`config.mk`:
```
export PLATFORM = sky130hd
export DESIGN_NAME = store_buffer_flat
export DESIGN_NICKNAME = d
export VERILOG_FILES = /design/src/rtl/store_buffer_if.sv /design/src/rtl/store_buffer.sv /design/src/flat_wrapper.sv
export SDC_FILE = /design/constraint.sdc
export NUM_CORES = 1
export LEC_CHECK = 0
export ABC_AREA = 1
export CAP_MARGIN = 20
export CORE_MARGIN = 4
export CORE_UTILIZATION = 55
export CTS_CLUSTER_DIAMETER = 40
export CTS_CLUSTER_SIZE = 14
export DETAILED_ROUTE_END_ITERATION = 7
export GPL_TIMING_DRIVEN = 0
export HOLD_SLACK_MARGIN = 0.12
export MAX_ROUTING_LAYER = met4
export PLACE_DENSITY = 0.8
export SLEW_MARGIN = 20
export SYNTH_ARGS = -nofsm -noshare
export SYNTH_HDL_FRONTEND = slang
export SYNTH_SLANG_ARGS = --single-unit
```
`constraint.sdc`:
```
create_clock -name clk -period 5.65 [get_ports clk]
set_input_delay 0.8475 -clock clk [delete_from_list [all_inputs] [get_ports clk]]
set_output_delay 0.8475 -clock clk [all_outputs]
set_load 0.1 [all_outputs]
```
`src/rtl/store_buffer_if.sv`:
```
// store_buffer_if: store, load-probe and memory-write signals of the store buffer
// Parameters: ADDR_W byte-address width, DEPTH buffer entries (sizes count)
// Signals:
//   st_valid/st_addr/st_data/st_wstrb -> store request from the LSU, st_ready <- accept
//   ld_valid/ld_addr                   -> load in MEM stage, ld_stall <- pending-store hit
//   mem_req/mem_addr/mem_wdata/mem_wstrb <- head write to DRAM, mem_gnt -> accepted
//   empty/count                        <- occupancy status
// Modports: slave = the buffer, master = the LSU/memory side driving it.
interface store_buffer_if #(
    parameter int ADDR_W = 32,
    parameter int DEPTH  = 4
);
    logic                      st_valid;
    logic [ADDR_W-1:0]         st_addr;
    logic [31:0]               st_data;
    logic [3:0]                st_wstrb;
    logic                      st_ready;
    logic                      ld_valid;
    logic [ADDR_W-1:0]         ld_addr;
    logic                      ld_stall;
    logic                      mem_req;
    logic [ADDR_W-1:0]         mem_addr;
    logic [31:0]               mem_wdata;
    logic [3:0]                mem_wstrb;
    logic                      mem_gnt;
    logic                      empty;
    logic [$clog2(DEPTH):0]    count;

    modport slave (
        input  st_valid, st_addr, st_data, st_wstrb, ld_valid, ld_addr, mem_gnt,
        output st_ready, ld_stall, mem_req, mem_addr, mem_wdata, mem_wstrb, empty, count
    );

    modport master (
        output st_valid, st_addr, st_data, st_wstrb, ld_valid, ld_addr, mem_gnt,
        input  st_ready, ld_stall, mem_req, mem_addr, mem_wdata, mem_wstrb, empty, count
    );
endinterface

```
`src/rtl/store_buffer.sv`:
```
// store_buffer: posted-write FIFO between the LSU and the DRAM write port
// Queues byte-laned stores and drains one per grant; loads hitting a pending word stall.
// Parameters: DEPTH entries (power of two, >=2), ADDR_W byte-address width.
// Ports:
//   clk  system clock, rising edge
//   rst  asynchronous active-high reset, discards all entries
//   sb   store_buffer_if.slave (store in, load probe, memory write out, empty/count)
// Optional feature: define STORE_BUF_COALESCE_EN to merge a store into the youngest
// entry when both hit the same word.
module store_buffer #(
    parameter int DEPTH  = 4,
    parameter int ADDR_W = 32
) (
    input logic           clk,
    input logic           rst,
    store_buffer_if.slave sb
);
    localparam int PW = $clog2(DEPTH);
    localparam int TW = ADDR_W - 2;

    logic [TW-1:0]    tag_q  [DEPTH];
    logic [31:0]      data_q [DEPTH];
    logic [3:0]       strb_q [DEPTH];
    logic [DEPTH-1:0] vld_q;
    logic [PW:0]      wr_ptr;
    logic [PW:0]      rd_ptr;
    logic [PW-1:0]    wr_idx;
    logic [PW-1:0]    rd_idx;
    logic             full;
    logic             empty;
    logic             push;
    logic             pop;
    logic             merge;
    logic [TW-1:0]    st_tag;
    logic [TW-1:0]    ld_tag;
    logic [DEPTH-1:0] hit;
    logic             unused_lsb;

    assign wr_idx     = wr_ptr[PW-1:0];
    assign rd_idx     = rd_ptr[PW-1:0];
    assign st_tag     = sb.st_addr[ADDR_W-1:2];
    assign ld_tag     = sb.ld_addr[ADDR_W-1:2];
    assign unused_lsb = ^{sb.st_addr[1:0], sb.ld_addr[1:0]};

    // Pointers carry an extra wrap bit: equal means empty, differing only in it means full.
    assign empty = wr_ptr == rd_ptr;
    assign full  = (wr_ptr ^ rd_ptr) == {1'b1, {PW{1'b0}}};
    assign pop   = !empty && sb.mem_gnt;
    // A merging store updates an existing entry and never allocates.
    assign push  = sb.st_valid && sb.st_ready && !merge;

`ifdef STORE_BUF_COALESCE_EN
    logic [PW-1:0] last_idx;
    logic [31:0]   merged;

    assign last_idx = wr_idx - PW'(1);
    // The youngest entry is off-limits while it is also the head leaving this cycle.
    assign merge = sb.st_valid && !empty && tag_q[last_idx] == st_tag &&
                   !(pop && last_idx == rd_idx);
    assign sb.st_ready = !full || merge;

    always_comb begin
        merged = data_q[last_idx];
        for (int b = 0; b < 4; b++)
            merged[8*b +: 8] = sb.st_wstrb[b] ? sb.st_data[8*b +: 8] : data_q[last_idx][8*b +: 8];
    end
`else
    assign merge       = 1'b0;
    // Deliberately ignores a same-cycle pop so ready never depends on mem_gnt.
    assign sb.st_ready = !full;
`endif

    always_ff @(posedge clk or posedge rst) begin
        if (rst) begin
            wr_ptr <= '0;
            rd_ptr <= '0;
            vld_q  <= '0;
        end else begin
            if (pop) begin
                rd_ptr        <= rd_ptr + (PW+1)'(1);
                vld_q[rd_idx] <= 1'b0;
            end
            if (push) begin
                wr_ptr        <= wr_ptr + (PW+1)'(1);
                vld_q[wr_idx] <= 1'b1;
            end
        end
    end

    // Payload needs no reset: every output that exposes it is masked by the valid state.
    always_ff @(posedge clk) begin
        if (push) begin
            tag_q[wr_idx]  <= st_tag;
            data_q[wr_idx] <= sb.st_data;
            strb_q[wr_idx] <= sb.st_wstrb;
        end
`ifdef STORE_BUF_COALESCE_EN
        else if (merge) begin
            data_q[last_idx] <= merged;
            strb_q[last_idx] <= strb_q[last_idx] | sb.st_wstrb;
        end
`endif
    end

    for (genvar i = 0; i < DEPTH; i++) begin : g_hit
        assign hit[i] = vld_q[i] && tag_q[i] == ld_tag;
    end

    assign sb.ld_stall  = sb.ld_valid && |hit;
    assign sb.mem_req   = !empty;
    assign sb.mem_addr  = empty ? '0 : {tag_q[rd_idx], 2'b00};
    assign sb.mem_wdata = empty ? '0 : data_q[rd_idx];
    assign sb.mem_wstrb = empty ? '0 : strb_q[rd_idx];
    assign sb.empty     = empty;
    assign sb.count     = wr_ptr - rd_ptr;
endmodule

```
`src/flat_wrapper.sv`:
```
// flat-port wrapper written by rule: the top's interface ports become plain ports
module store_buffer_flat 
#(
    parameter int DEPTH  = 4,
    parameter int ADDR_W = 32
)
  (clk, rst, sb_st_valid, sb_st_addr, sb_st_data, sb_st_wstrb, sb_ld_valid, sb_ld_addr, sb_mem_gnt, sb_st_ready, sb_ld_stall, sb_mem_req, sb_mem_addr, sb_mem_wdata, sb_mem_wstrb, sb_empty, sb_count);
  store_buffer_if #(.ADDR_W(ADDR_W), .DEPTH(DEPTH)) sb_i ();
  input logic clk;
  input logic rst;
  input wire logic [$bits(sb_i.st_valid)-1:0] sb_st_valid;
  input wire logic [$bits(sb_i.st_addr)-1:0] sb_st_addr;
  input wire logic [$bits(sb_i.st_data)-1:0] sb_st_data;
  input wire logic [$bits(sb_i.st_wstrb)-1:0] sb_st_wstrb;
  input wire logic [$bits(sb_i.ld_valid)-1:0] sb_ld_valid;
  input wire logic [$bits(sb_i.ld_addr)-1:0] sb_ld_addr;
  input wire logic [$bits(sb_i.mem_gnt)-1:0] sb_mem_gnt;
  output wire logic [$bits(sb_i.st_ready)-1:0] sb_st_ready;
  output wire logic [$bits(sb_i.ld_stall)-1:0] sb_ld_stall;
  output wire logic [$bits(sb_i.mem_req)-1:0] sb_mem_req;
  output wire logic [$bits(sb_i.mem_addr)-1:0] sb_mem_addr;
  output wire logic [$bits(sb_i.mem_wdata)-1:0] sb_mem_wdata;
  output wire logic [$bits(sb_i.mem_wstrb)-1:0] sb_mem_wstrb;
  output wire logic [$bits(sb_i.empty)-1:0] sb_empty;
  output wire logic [$bits(sb_i.count)-1:0] sb_count;
  assign sb_i.st_valid = sb_st_valid;
  assign sb_i.st_addr = sb_st_addr;
  assign sb_i.st_data = sb_st_data;
  assign sb_i.st_wstrb = sb_st_wstrb;
  assign sb_i.ld_valid = sb_ld_valid;
  assign sb_i.ld_addr = sb_ld_addr;
  assign sb_i.mem_gnt = sb_mem_gnt;
  assign sb_st_ready = sb_i.st_ready;
  assign sb_ld_stall = sb_i.ld_stall;
  assign sb_mem_req = sb_i.mem_req;
  assign sb_mem_addr = sb_i.mem_addr;
  assign sb_mem_wdata = sb_i.mem_wdata;
  assign sb_mem_wstrb = sb_i.mem_wstrb;
  assign sb_empty = sb_i.empty;
  assign sb_count = sb_i.count;
  store_buffer #(.DEPTH(DEPTH), .ADDR_W(ADDR_W)) u_core (.clk(clk), .rst(rst), .sb(sb_i));
endmodule
```
==> results of run 1 <==
==> cells in the final DEF (no fill, tap or decap), types with 4 or more instances in the layout <==
master	instances
buf_12	7
buf_1	5
nand2_1	261
xor2_1	9
a21oi_1	80
ha_1	10
clkbuf_1	20
nor2_1	215
nor2_4	4
clkdlybuf4s50_1	168
buf_2	18
buf_16	5
dfrtp_1	10
nand4_1	12
inv_1	146
clkinv_1	4
a21oi_2	30
xnor2_1	39
o211ai_1	6
clkbuf_16	36
diode_2	4
clkinv_2	6
clkbuf_2	5
buf_6	7
o21ai_0	135
inv_2	5
edfxtp_1	264
bufinv_16	7
clkinv_4	4
==> cell type report <==
class                   instances  area share (%)
well taps                     319            2.39
diodes                          4          0.0600
plain buffers                  57            1.84
clock buffers                  37            5.42
inverters                     152            3.43
flip-flops and latches        274            49.0
multi-input cells             819            24.0
repair buffers                180            11.7
clock inverters                27            2.15
==> metrics by stage <==
stage	TNS (ns)	instance area, sq um	hold slack (ns)	setup WS (ns)
floorplan	0	13000	0.447	0.675
global placement	-354.14	15100	0.470	-1.97
detailed placement	0	15400	0.488	1.16
CTS	0	16700	0.499	0.691
global route	0	16700	0.523	0.543
finish	0	16700	0.506	0.645
==> path summary, 6_finish.rpt <==
path                                               from                              to
max in group asynchronous                           rst    u_core.rd_ptr[2]$_DFFE_PP0N_
min reg2reg                u_core.wr_ptr[2]$_DFFE_PP0P_    u_core.wr_ptr[2]$_DFFE_PP0P_
max reg2reg                u_core.rd_ptr[1]$_DFFE_PP0N_  u_core.data_q[1][19]$_DFFE_PP_
min in group asynchronous                           rst       u_core.vld_q[0]$_DFF_PP0_
max                        u_core.rd_ptr[1]$_DFFE_PP0N_                 sb_mem_addr[23]
min                        u_core.wr_ptr[2]$_DFFE_PP0P_    u_core.wr_ptr[2]$_DFFE_PP0P_
==> routing by layer <==
metal | track usage (%) | up-vias | routed length (microns)
met2 | 50.0 | 601 | 19000
met4 | 8.96 | 0 | 1170
met5 | - | - | 0
met1 | 38.1 | 4767 | 14900
met3 | 6.83 | 84 | 4010
li1 | - | 4762 | -
==> registers in the layout, indices dropped and copies added, names as in the netlist <==
signal,flops
u_core.rd_ptr,3
u_core.wr_ptr,3
u_core.tag_q,120
u_core.data_q,128
u_core.strb_q,16
u_core.vld_q,4
==> logic make-up after synthesis <==
kind of cell,synth area share (%)
flops,62.7
other cells,0.0288
fa+ha+maj,1.11
buf+inv,6.75
xor+xnor,3.23
compound gates,10.9
simple gates,15.3
==> summary.txt, run 1 <==
STA
  • Total setup violations reported at the end of the flow: 0
  • Final Cycle Share: 88.6%
  • Period minus WS final: 5.00 ns
  • Rel. slew slack: 29.2%
  • Max frequency: 0.200 GHz
  • RSZ-0062 raised after global routing: no
  • Worst Tran Pin Value: 1.06 ns
  • Final hold vios: 0
  • Max Clock Skew: 0.0168 ns
  • Final Max Tran Viols: 0

Detailed routing
  • Vias/cell: 5.46
  • Residual DRC: 0
  • WL final: 39,000 microns
  • Drt first pass iters: 6
  • Vias: 10,200
  • Routed WL per cell: 20.9 microns
  • Post-route ant nets: 0
  • DRT iter0 DRCs: 1,145

Layout
  • Seq. cell area: 8180 sq um
  • Final core occ: 71.3%
  • Fin nets: 1,636
  • Area growth from synthesis to layout: 28.1%
  • Layout cell share with drive strength beyond 1: 9.70%
  • Number of fillers in the final layout: 1,672
  • Area occupied by multi-input gates: 4000 sq um
  • Final std cells w/o fill: 1,869

Yosys
  • Avg Synthesized Cell Area: 10.0 sq um
  • Most used DFF post-synth: edfxtp_1
  • Cells after Synth: 1,301
  • Yosys cell types: 34
  • Synth warn: 0
  • Top-area cell type share of the netlist area: 60.8%
  • Share of flip-flops with an asynchronous set or reset: 3.65%
  • Synthesized area: 13,000 sq um
  • Synth area leader: edfxtp_1
  • Commonest cells in the synthesized netlist: 264 x edfxtp_1, 261 x nand2_1, 218 x nor2_1
  • Synth area leaders: edfxtp_1 61%, nand2_1 7.5%, nor2_1 6.3%
  • Post-synthesis sequential area ratio: 62.7%
  • Count leader, synth: edfxtp_1
  • FF+latch count, synth: 274
  • Number of flops mapped to enable cells by yosys: 264

Global route
  • Overflow after GRT: 0
  • First-pass GRT wire length: 58,200 microns
  • Antenna violations before repair: 4
  • Vias in the first global route: 10,300
  • Pin count of the biggest net entering global routing: 23
  • Total track usage: 30.3%

Setup path
  • Register-to-register setup slack: 2.23 ns
  • Worst setup EP type: output port
  • Startpoint Class: flop
  • Crit-path max FO: 12
  • CP delay by family, top: buffers and inverters
  • Critical path depth: 9
  • CP Buf/Inv Count: 6
  • Slowest-stage cell, CP: clkdlybuf4s50_1
  • Crit-path max cell delay: 1.20 ns
  • Critical Path, Cell by Cell: buf_2 -> inv_2 -> buf_2 -> ha_1 -> nand4_4 -> inv_2 -> buf_2 -> a21oi_1 -> clkdlybuf4s50_1
  • Critical path data required time: 4.80 ns
  • Critical path class: reg -> out
  • Worst reg-to-reg path cell count: 10
  • Crit path DAT: 4.16 ns
  • Cell mode on critical path: buf_2

Floorplan
  • Die Height: 162 microns
  • Row cnt: 56
  • Die area: 26,200 sq um
  • Die W: 162 microns
  • Starting Density: 55.7%
  • IO Count: 180
  • Core Area: 23,400 sq um

Flow run
  • Max Cap Viol: 0

Worst hold path
  • Hold depth: 1
  • Worst hold path class: reg -> reg

CTS
  • Longest Clk Path Bufs: 3
  • CTS buffer count: 36
  • CTS resizes: 0
  • # hold bufs at CTS: 0
  • Sink Count: 274
  • Buffer count from post-CTS setup fixing: 0
  • Root Buffer Master: clkbuf_16
  • H-tree depth: 2
  • Clock Latency Late Sink: 0.52 ns
  • TritonCTS clock tree: built
  • Clock edge transition at the registers on the reported setup and hold paths: 0.06 ns

Placement
  • Number of port buffers: 168
  • Post-detail-place hpwl: 27,700 microns
  • Routability cong.: 0.974
  • Placed Cells: 1,801

Status
  • Status: complete, no violations
Power of run 1 is not shown: default switching activity piles up to over one toggle a cycle in this logic, so the estimate is an artifact.
==> inputs of run 2 (changes only) <==
--- a/config.mk
+++ b/config.mk
@@ -7,15 +7,17 @@
 export LEC_CHECK = 0
 export ABC_AREA = 1
 export CAP_MARGIN = 20
-export CORE_MARGIN = 4
-export CORE_UTILIZATION = 55
+export CELL_PAD_IN_SITES_DETAIL_PLACEMENT = 1
+export CELL_PAD_IN_SITES_GLOBAL_PLACEMENT = 2
+export CORE_MARGIN = 2
+export CORE_UTILIZATION = 35
 export CTS_CLUSTER_DIAMETER = 40
 export CTS_CLUSTER_SIZE = 14
 export DETAILED_ROUTE_END_ITERATION = 7
 export GPL_TIMING_DRIVEN = 0
 export HOLD_SLACK_MARGIN = 0.12
 export MAX_ROUTING_LAYER = met4
-export PLACE_DENSITY = 0.8
+export PLACE_DENSITY_LB_ADDON = 0.1
 export SLEW_MARGIN = 20
 export SYNTH_ARGS = -nofsm -noshare
 export SYNTH_HDL_FRONTEND = slang
==> summary.txt, run 2 (synthesis results as in run 1) <==
Detailed routing
  • DRT iter0 DRCs: 556 (was 1,145)
  • Routed WL per cell: 22.5 microns (was 20.9 microns)
  • Residual DRC: 0 (unchanged)
  • Post-route ant nets: 0 (unchanged)
  • Vias: 10,000 (was 10,200)
  • Drt first pass iters: 5 (was 6)
  • WL final: 45,900 microns (was 39,000 microns)
  • Vias/cell: 4.91 (was 5.46)

Placement
  • Placed Cells: 1,952 (was 1,801)
  • Place WS: 1.06 ns (was 1.16 ns)
  • Number of port buffers: 168 (unchanged)
  • Post-DP Area: 15,700 sq um (was 15,400 sq um)
  • Post-detail-place hpwl: 32,900 microns (was 27,700 microns)
  • Routability cong.: 0.844 (was 0.974)

Worst hold path
  • Hold depth: 1 (unchanged)
  • Worst hold path class: reg -> reg (unchanged)

STA
  • RSZ-0062 raised after global routing: no (unchanged)
  • Setup ws final: 0.524 ns (was 0.645 ns)
  • Max frequency: 0.195 GHz (was 0.200 GHz)
  • Max Clock Skew: 0.0158 ns (was 0.0168 ns)
  • Worst Tran Pin Value: 1.08 ns (was 1.06 ns)
  • Final hold vios: 0 (unchanged)
  • Rel. slew slack: 27.7% (was 29.2%)
  • Final Cycle Share: 90.7% (was 88.6%)
  • Final Max Tran Viols: 0 (unchanged)
  • Period minus WS final: 5.13 ns (was 5.00 ns)
  • Total setup violations reported at the end of the flow: 0 (unchanged)

Floorplan
  • Starting Density: 35.6% (was 55.7%)
  • Die area: 38,800 sq um (was 26,200 sq um)
  • Row cnt: 70 (was 56)
  • Die W: 197 microns (was 162 microns)
  • IO Count: 180 (unchanged)
  • Core Area: 36,600 sq um (was 23,400 sq um)
  • Die Height: 197 microns (was 162 microns)

CTS
  • Clock Latency Late Sink: 0.55 ns (was 0.52 ns)
  • Sink Count: 274 (unchanged)
  • Longest Clk Path Bufs: 3 (unchanged)
  • CTS buffer count: 46 (was 36)
  • # hold bufs at CTS: 0 (unchanged)
  • Root Buffer Master: clkbuf_16 (unchanged)
  • TritonCTS clock tree: built (unchanged)
  • H-tree depth: 2 (unchanged)
  • CTS resizes: 0 (unchanged)
  • Clock edge transition at the registers on the reported setup and hold paths: 0.05 ns (was 0.06 ns)
  • Buffer count from post-CTS setup fixing: 0 (unchanged)

Setup path
  • Startpoint Class: flop (unchanged)
  • Worst reg-to-reg path cell count: 11 (was 10)
  • Worst setup EP type: output port (unchanged)
  • Critical path data required time: 4.80 ns (about the same)
  • Crit path DAT: 4.28 ns (was 4.16 ns)
  • Crit-path max FO: 12 (unchanged)
  • Critical path class: reg -> out (unchanged)

Global route
  • First-pass GRT wire length: 67,000 microns (was 58,200 microns)
  • Vias in the first global route: 10,700 (was 10,300)
  • Antenna violations before repair: 7 (was 4)
  • Overflow after GRT: 0 (unchanged)
  • Pin count of the biggest net entering global routing: 23 (unchanged)
  • Total track usage: 24.6% (was 30.3%)

Layout
  • Max reg flops: 128 (unchanged)
  • Number of fillers in the final layout: 4,057 (was 1,672)
  • Layout cell share with drive strength beyond 1: 10.6% (was 9.70%)
  • Area growth from synthesis to layout: 32.3% (was 28.1%)
  • Most frequent cells in the layout: 264 x edfxtp_1, 261 x nand2_1, 215 x nor2_1 (unchanged)
  • Post-route cell area: 17,200 sq um (was 16,700 sq um)
  • Largest regs: u_core.data_q: 128 flops, u_core.tag_q: 120 flops, u_core.strb_q: 16 flops (unchanged)
  • Fin nets: 1,648 (was 1,636)
  • Commonest non-fill, non-tap cell in the layout: edfxtp_1 (unchanged)
  • Seq. cell area: 8180 sq um (unchanged)
  • Final std cells w/o fill: 2,043 (was 1,869)
  • Largest register by flop count: u_core.data_q (unchanged)
  • Area occupied by multi-input gates: 4000 sq um (unchanged)

Status
  • Status: complete, no violations (unchanged)

Flow run
  • Max Cap Viol: 0 (unchanged)
==> run 2: cell count changes in the layout (fill, tap and decap cells not counted), sizes merged <==
cell	before	now
clkbuf	61	82
diode	4	7
bufinv	7	5
inv	155	157
buf	45	47
clkinvlp	2	4
clkinv	15	12
==> run 2: worst paths after layout <==
| check | startpoint | endpoint | slack [ns] |
|---|---|---|---|
| worst max-delay path | u_core.rd_ptr[1]$_DFFE_PP0N_ | sb_mem_addr[23] | 0.52 |
| worst min-delay path | u_core.wr_ptr[2]$_DFFE_PP0P_ | u_core.wr_ptr[2]$_DFFE_PP0P_ | 0.49 |
| worst max register to register | u_core.rd_ptr[1]$_DFFE_PP0N_ | u_core.data_q[2][2]$_DFFE_PP_ | 2.03 |
| worst min register to register | u_core.wr_ptr[2]$_DFFE_PP0P_ | u_core.wr_ptr[2]$_DFFE_PP0P_ | 0.49 |
| max in group asynchronous | rst | u_core.rd_ptr[0]$_DFFE_PP0N_ | 4.74 |
| min in group asynchronous | rst | u_core.wr_ptr[0]$_DFFE_PP0P_ | 0.60 |
==> run 2: metrics by stage <==
stage	TNS [ns]	hold slack (ns)	utilization, %
after detailed placement	0	0.485	42.8
after floorplan	0	0.447	-
after global routing	0	0.525	47.1
after CTS	0	0.494	47.1
after global placement	-502.04	0.487	41.8
final	0	0.489	47.1
==> run 2: metal layers <==
layer | vias up | routed length (microns) | GRT usage (%)
li1 | 4787 | - | -
met1 | 4928 | 20500 | 30.9
met2 | 251 | 22000 | 40.3
met3 | 70 | 2390 | 4.86
met4 | 0 | 1110 | 7.55
met5 | - | 0 | -
==> run 2: critical path: stages, from the launching register on <==
cell and delay (ns):
dfrtp_1 0.45, buf_2 0.26, inv_2 0.23, buf_2 0.40, ha_1 0.37, nand4_4 0.15
inv_2 0.10, buf_2 0.27, a21oi_1 0.29, clkdlybuf4s50_1 1.20
==> run 2: cell type report <==
cell class	count	share of cell area [%]
flip-flops and latches	274	47.4
multi-input cells	819	23.2
repair buffers	182	11.8
clock buffers	58	7.31
well taps	468	3.40
inverters	152	3.32
plain buffers	57	1.78
clock inverters	26	1.69
diodes	7	0.102
Power of run 2 is left out for the same reason.
==> inputs of run 3 (changes only) <==
--- a/config.mk
+++ b/config.mk
@@ -6,7 +6,7 @@
 export NUM_CORES = 1
 export LEC_CHECK = 0
 export ABC_AREA = 1
-export CAP_MARGIN = 20
+export CAP_MARGIN = 10
 export CELL_PAD_IN_SITES_DETAIL_PLACEMENT = 1
 export CELL_PAD_IN_SITES_GLOBAL_PLACEMENT = 2
 export CORE_MARGIN = 2
==> summary.txt, run 3 (synthesis results as in run 1) <==
CTS
  • Clock edge transition at the registers on the reported setup and hold paths: 0.05 ns (about the same)
  • # hold bufs at CTS: 0 (unchanged)
  • Sink Count: 274 (unchanged)
  • Buffer count from post-CTS setup fixing: 0 (unchanged)
  • Clock Latency Late Sink: 0.55 ns (about the same)
  • CTS resizes: 0 (unchanged)
  • H-tree depth: 2 (unchanged)
  • CTS buffer count: 46 (unchanged)
  • TritonCTS clock tree: built (unchanged)
  • Longest Clk Path Bufs: 3 (unchanged)
  • Root Buffer Master: clkbuf_16 (unchanged)

Detailed routing
  • DRT iter0 DRCs: 636 (was 556)
  • Vias: 9,966 (was 10,000)
  • Residual DRC: 0 (unchanged)
  • Drt first pass iters: 5 (unchanged)
  • Vias/cell: 4.88 (was 4.91)
  • WL final: 45,700 microns (was 45,900 microns)
  • Routed WL per cell: 22.4 microns (was 22.5 microns)
  • Post-route ant nets: 0 (unchanged)

Floorplan
  • IO Count: 180 (unchanged)
  • Core Area: 36,600 sq um (unchanged)
  • Row cnt: 70 (unchanged)
  • Starting Density: 35.6% (unchanged)
  • Die Height: 197 microns (unchanged)
  • Die area: 38,800 sq um (unchanged)
  • Die W: 197 microns (unchanged)

Worst hold path
  • Worst hold path class: reg -> reg (unchanged)
  • Hold Startpoint: u_core.wr_ptr[2]$_DFFE_PP0P_ (unchanged)

Layout
  • Area growth from synthesis to layout: 32.4% (was 32.3%)
  • Max reg flops: 128 (unchanged)
  • Number of fillers in the final layout: 4,041 (was 4,057)
  • Most frequent cells in the layout: 264 x edfxtp_1, 261 x nand2_1, 215 x nor2_1 (unchanged)
  • Commonest non-fill, non-tap cell in the layout: edfxtp_1 (unchanged)
  • Final std cells w/o fill: 2,042 (was 2,043)
  • Post-route cell area: 17,300 sq um (was 17,200 sq um)
  • Fin nets: 1,648 (unchanged)
  • Largest register by flop count: u_core.data_q (unchanged)
  • Largest regs: u_core.data_q: 128 flops, u_core.tag_q: 120 flops, u_core.strb_q: 16 flops (unchanged)
  • Layout cell share with drive strength beyond 1: 10.7% (was 10.6%)

Placement
  • Post-DP Area: 15,700 sq um (unchanged)
  • Placed Cells: 1,952 (unchanged)
  • Post-detail-place hpwl: 32,900 microns (about the same)
  • Routability cong.: 0.844 (unchanged)
  • Place WS: 1.08 ns (was 1.06 ns)
  • Number of port buffers: 168 (unchanged)

STA
  • Worst Tran Pin Value: 1.07 ns (was 1.08 ns)
  • Final Cycle Share: 91.8% (was 90.7%)
  • Max frequency: 0.193 GHz (was 0.195 GHz)
  • RSZ-0062 raised after global routing: no (unchanged)
  • Period minus WS final: 5.19 ns (was 5.13 ns)
  • Setup TNS: 0 ns (unchanged)
  • Total setup violations reported at the end of the flow: 0 (unchanged)
  • Final hold vios: 0 (unchanged)
  • Final Max Tran Viols: 0 (unchanged)
  • Max Clock Skew: 0.0136 ns (was 0.0158 ns)
  • Setup ws final: 0.461 ns (was 0.524 ns)
  • Rel. slew slack: 28.6% (was 27.7%)

Setup path
  • First element of the critical path: u_core.rd_ptr[1]$_DFFE_PP0N_ (unchanged)
  • Critical path class: reg -> out (unchanged)
  • Cell mode on critical path: buf_2 (unchanged)
  • Reg2reg start: u_core.rd_ptr[1]$_DFFE_PP0N_ (unchanged)
  • Crit-path max FO: 12 (unchanged)
  • Worst setup EP type: output port (unchanged)
  • Crit-path max cell delay: 1.21 ns (was 1.20 ns)
  • Critical path data required time: 4.80 ns (about the same)
  • Slowest-stage cell, CP: clkdlybuf4s50_1 (unchanged)
  • Crit path DAT: 4.34 ns (was 4.28 ns)
  • Register-to-register setup slack: 1.97 ns (was 2.03 ns)
  • Critical Path, Cell by Cell: buf_2 -> inv_2 -> buf_2 -> ha_1 -> nand4_4 -> inv_2 -> buf_2 -> a21oi_1 -> clkdlybuf4s50_1 (unchanged)
  • Startpoint Class: flop (unchanged)

Global route
  • Antenna violations before repair: 6 (was 7)
  • Overflow after GRT: 0 (unchanged)
  • Vias in the first global route: 10,500 (was 10,700)
  • Pin count of the biggest net entering global routing: 23 (unchanged)
  • First-pass GRT wire length: 66,500 microns (was 67,000 microns)
  • Total track usage: 24.5% (was 24.6%)

Flow run
  • Max Cap Viol: 0 (unchanged)

Status
  • Status: complete, no violations (unchanged)
run 3: layer usage:
| layer | vias up | global-route usage [%] | wire (microns) |
|---|---|---|---|
| li1 | 4792 | - | - |
| met4 | 0 | 6.74 | 1050 |
| met5 | - | - | 0 |
| met1 | 4855 | 30.8 | 20100 |
| met2 | 252 | 40.3 | 22000 |
| met3 | 67 | 4.89 | 2580 |
run 3: final cells by class:
| cell class | instances | area, sq um | area share, % |
|---|---|---|---|
| clock inverter | 30 | 315 | 1.83 |
| tap | 468 | 586 | 3.39 |
| buffer | 57 | 307 | 1.78 |
| antenna | 6 | 15.0 | 0.0870 |
| clock buffer | 54 | 1240 | 7.22 |
| inverter | 152 | 573 | 3.32 |
| sequential | 274 | 8180 | 47.4 |
| timing repair buffer | 182 | 2030 | 11.8 |
| multi-input combinational | 819 | 4000 | 23.2 |
run 3: path summary, 6_finish.rpt:
kind / to / cells after the start
worst min register to register: u_core.wr_ptr[2]$_DFFE_PP0P_ / 1
worst max register to register: u_core.data_q[2][2]$_DFFE_PP_ / 11
worst max-delay path: sb_mem_addr[23] / 9
max in group asynchronous: u_core.rd_ptr[0]$_DFFE_PP0N_ / 2
worst min-delay path: u_core.wr_ptr[2]$_DFFE_PP0P_ / 1
min in group asynchronous: u_core.vld_q[1]$_DFF_PP0_ / 2
run 3: worst max-delay path: cells and delay by family (launching register included):
kind / cells / cell delay (ns)
buffers and inverters: 6 / 2.44
AO/OA/AOI/OAI: 1 / 0.30
AND/OR/NAND/NOR: 1 / 0.15
flip-flops: 1 / 0.45
adder cells (fa/ha/maj): 1 / 0.43
run 3: stage by stage:
step / hold WS (ns) / utilization [%]
CTS: 0.494 / 47.1
finish: 0.491 / 47.1
floorplan: 0.447 / -
global route: 0.525 / 47.1
global placement: 0.487 / 41.8
detailed placement: 0.485 / 42.8
Power of run 3 is left out for the same reason.
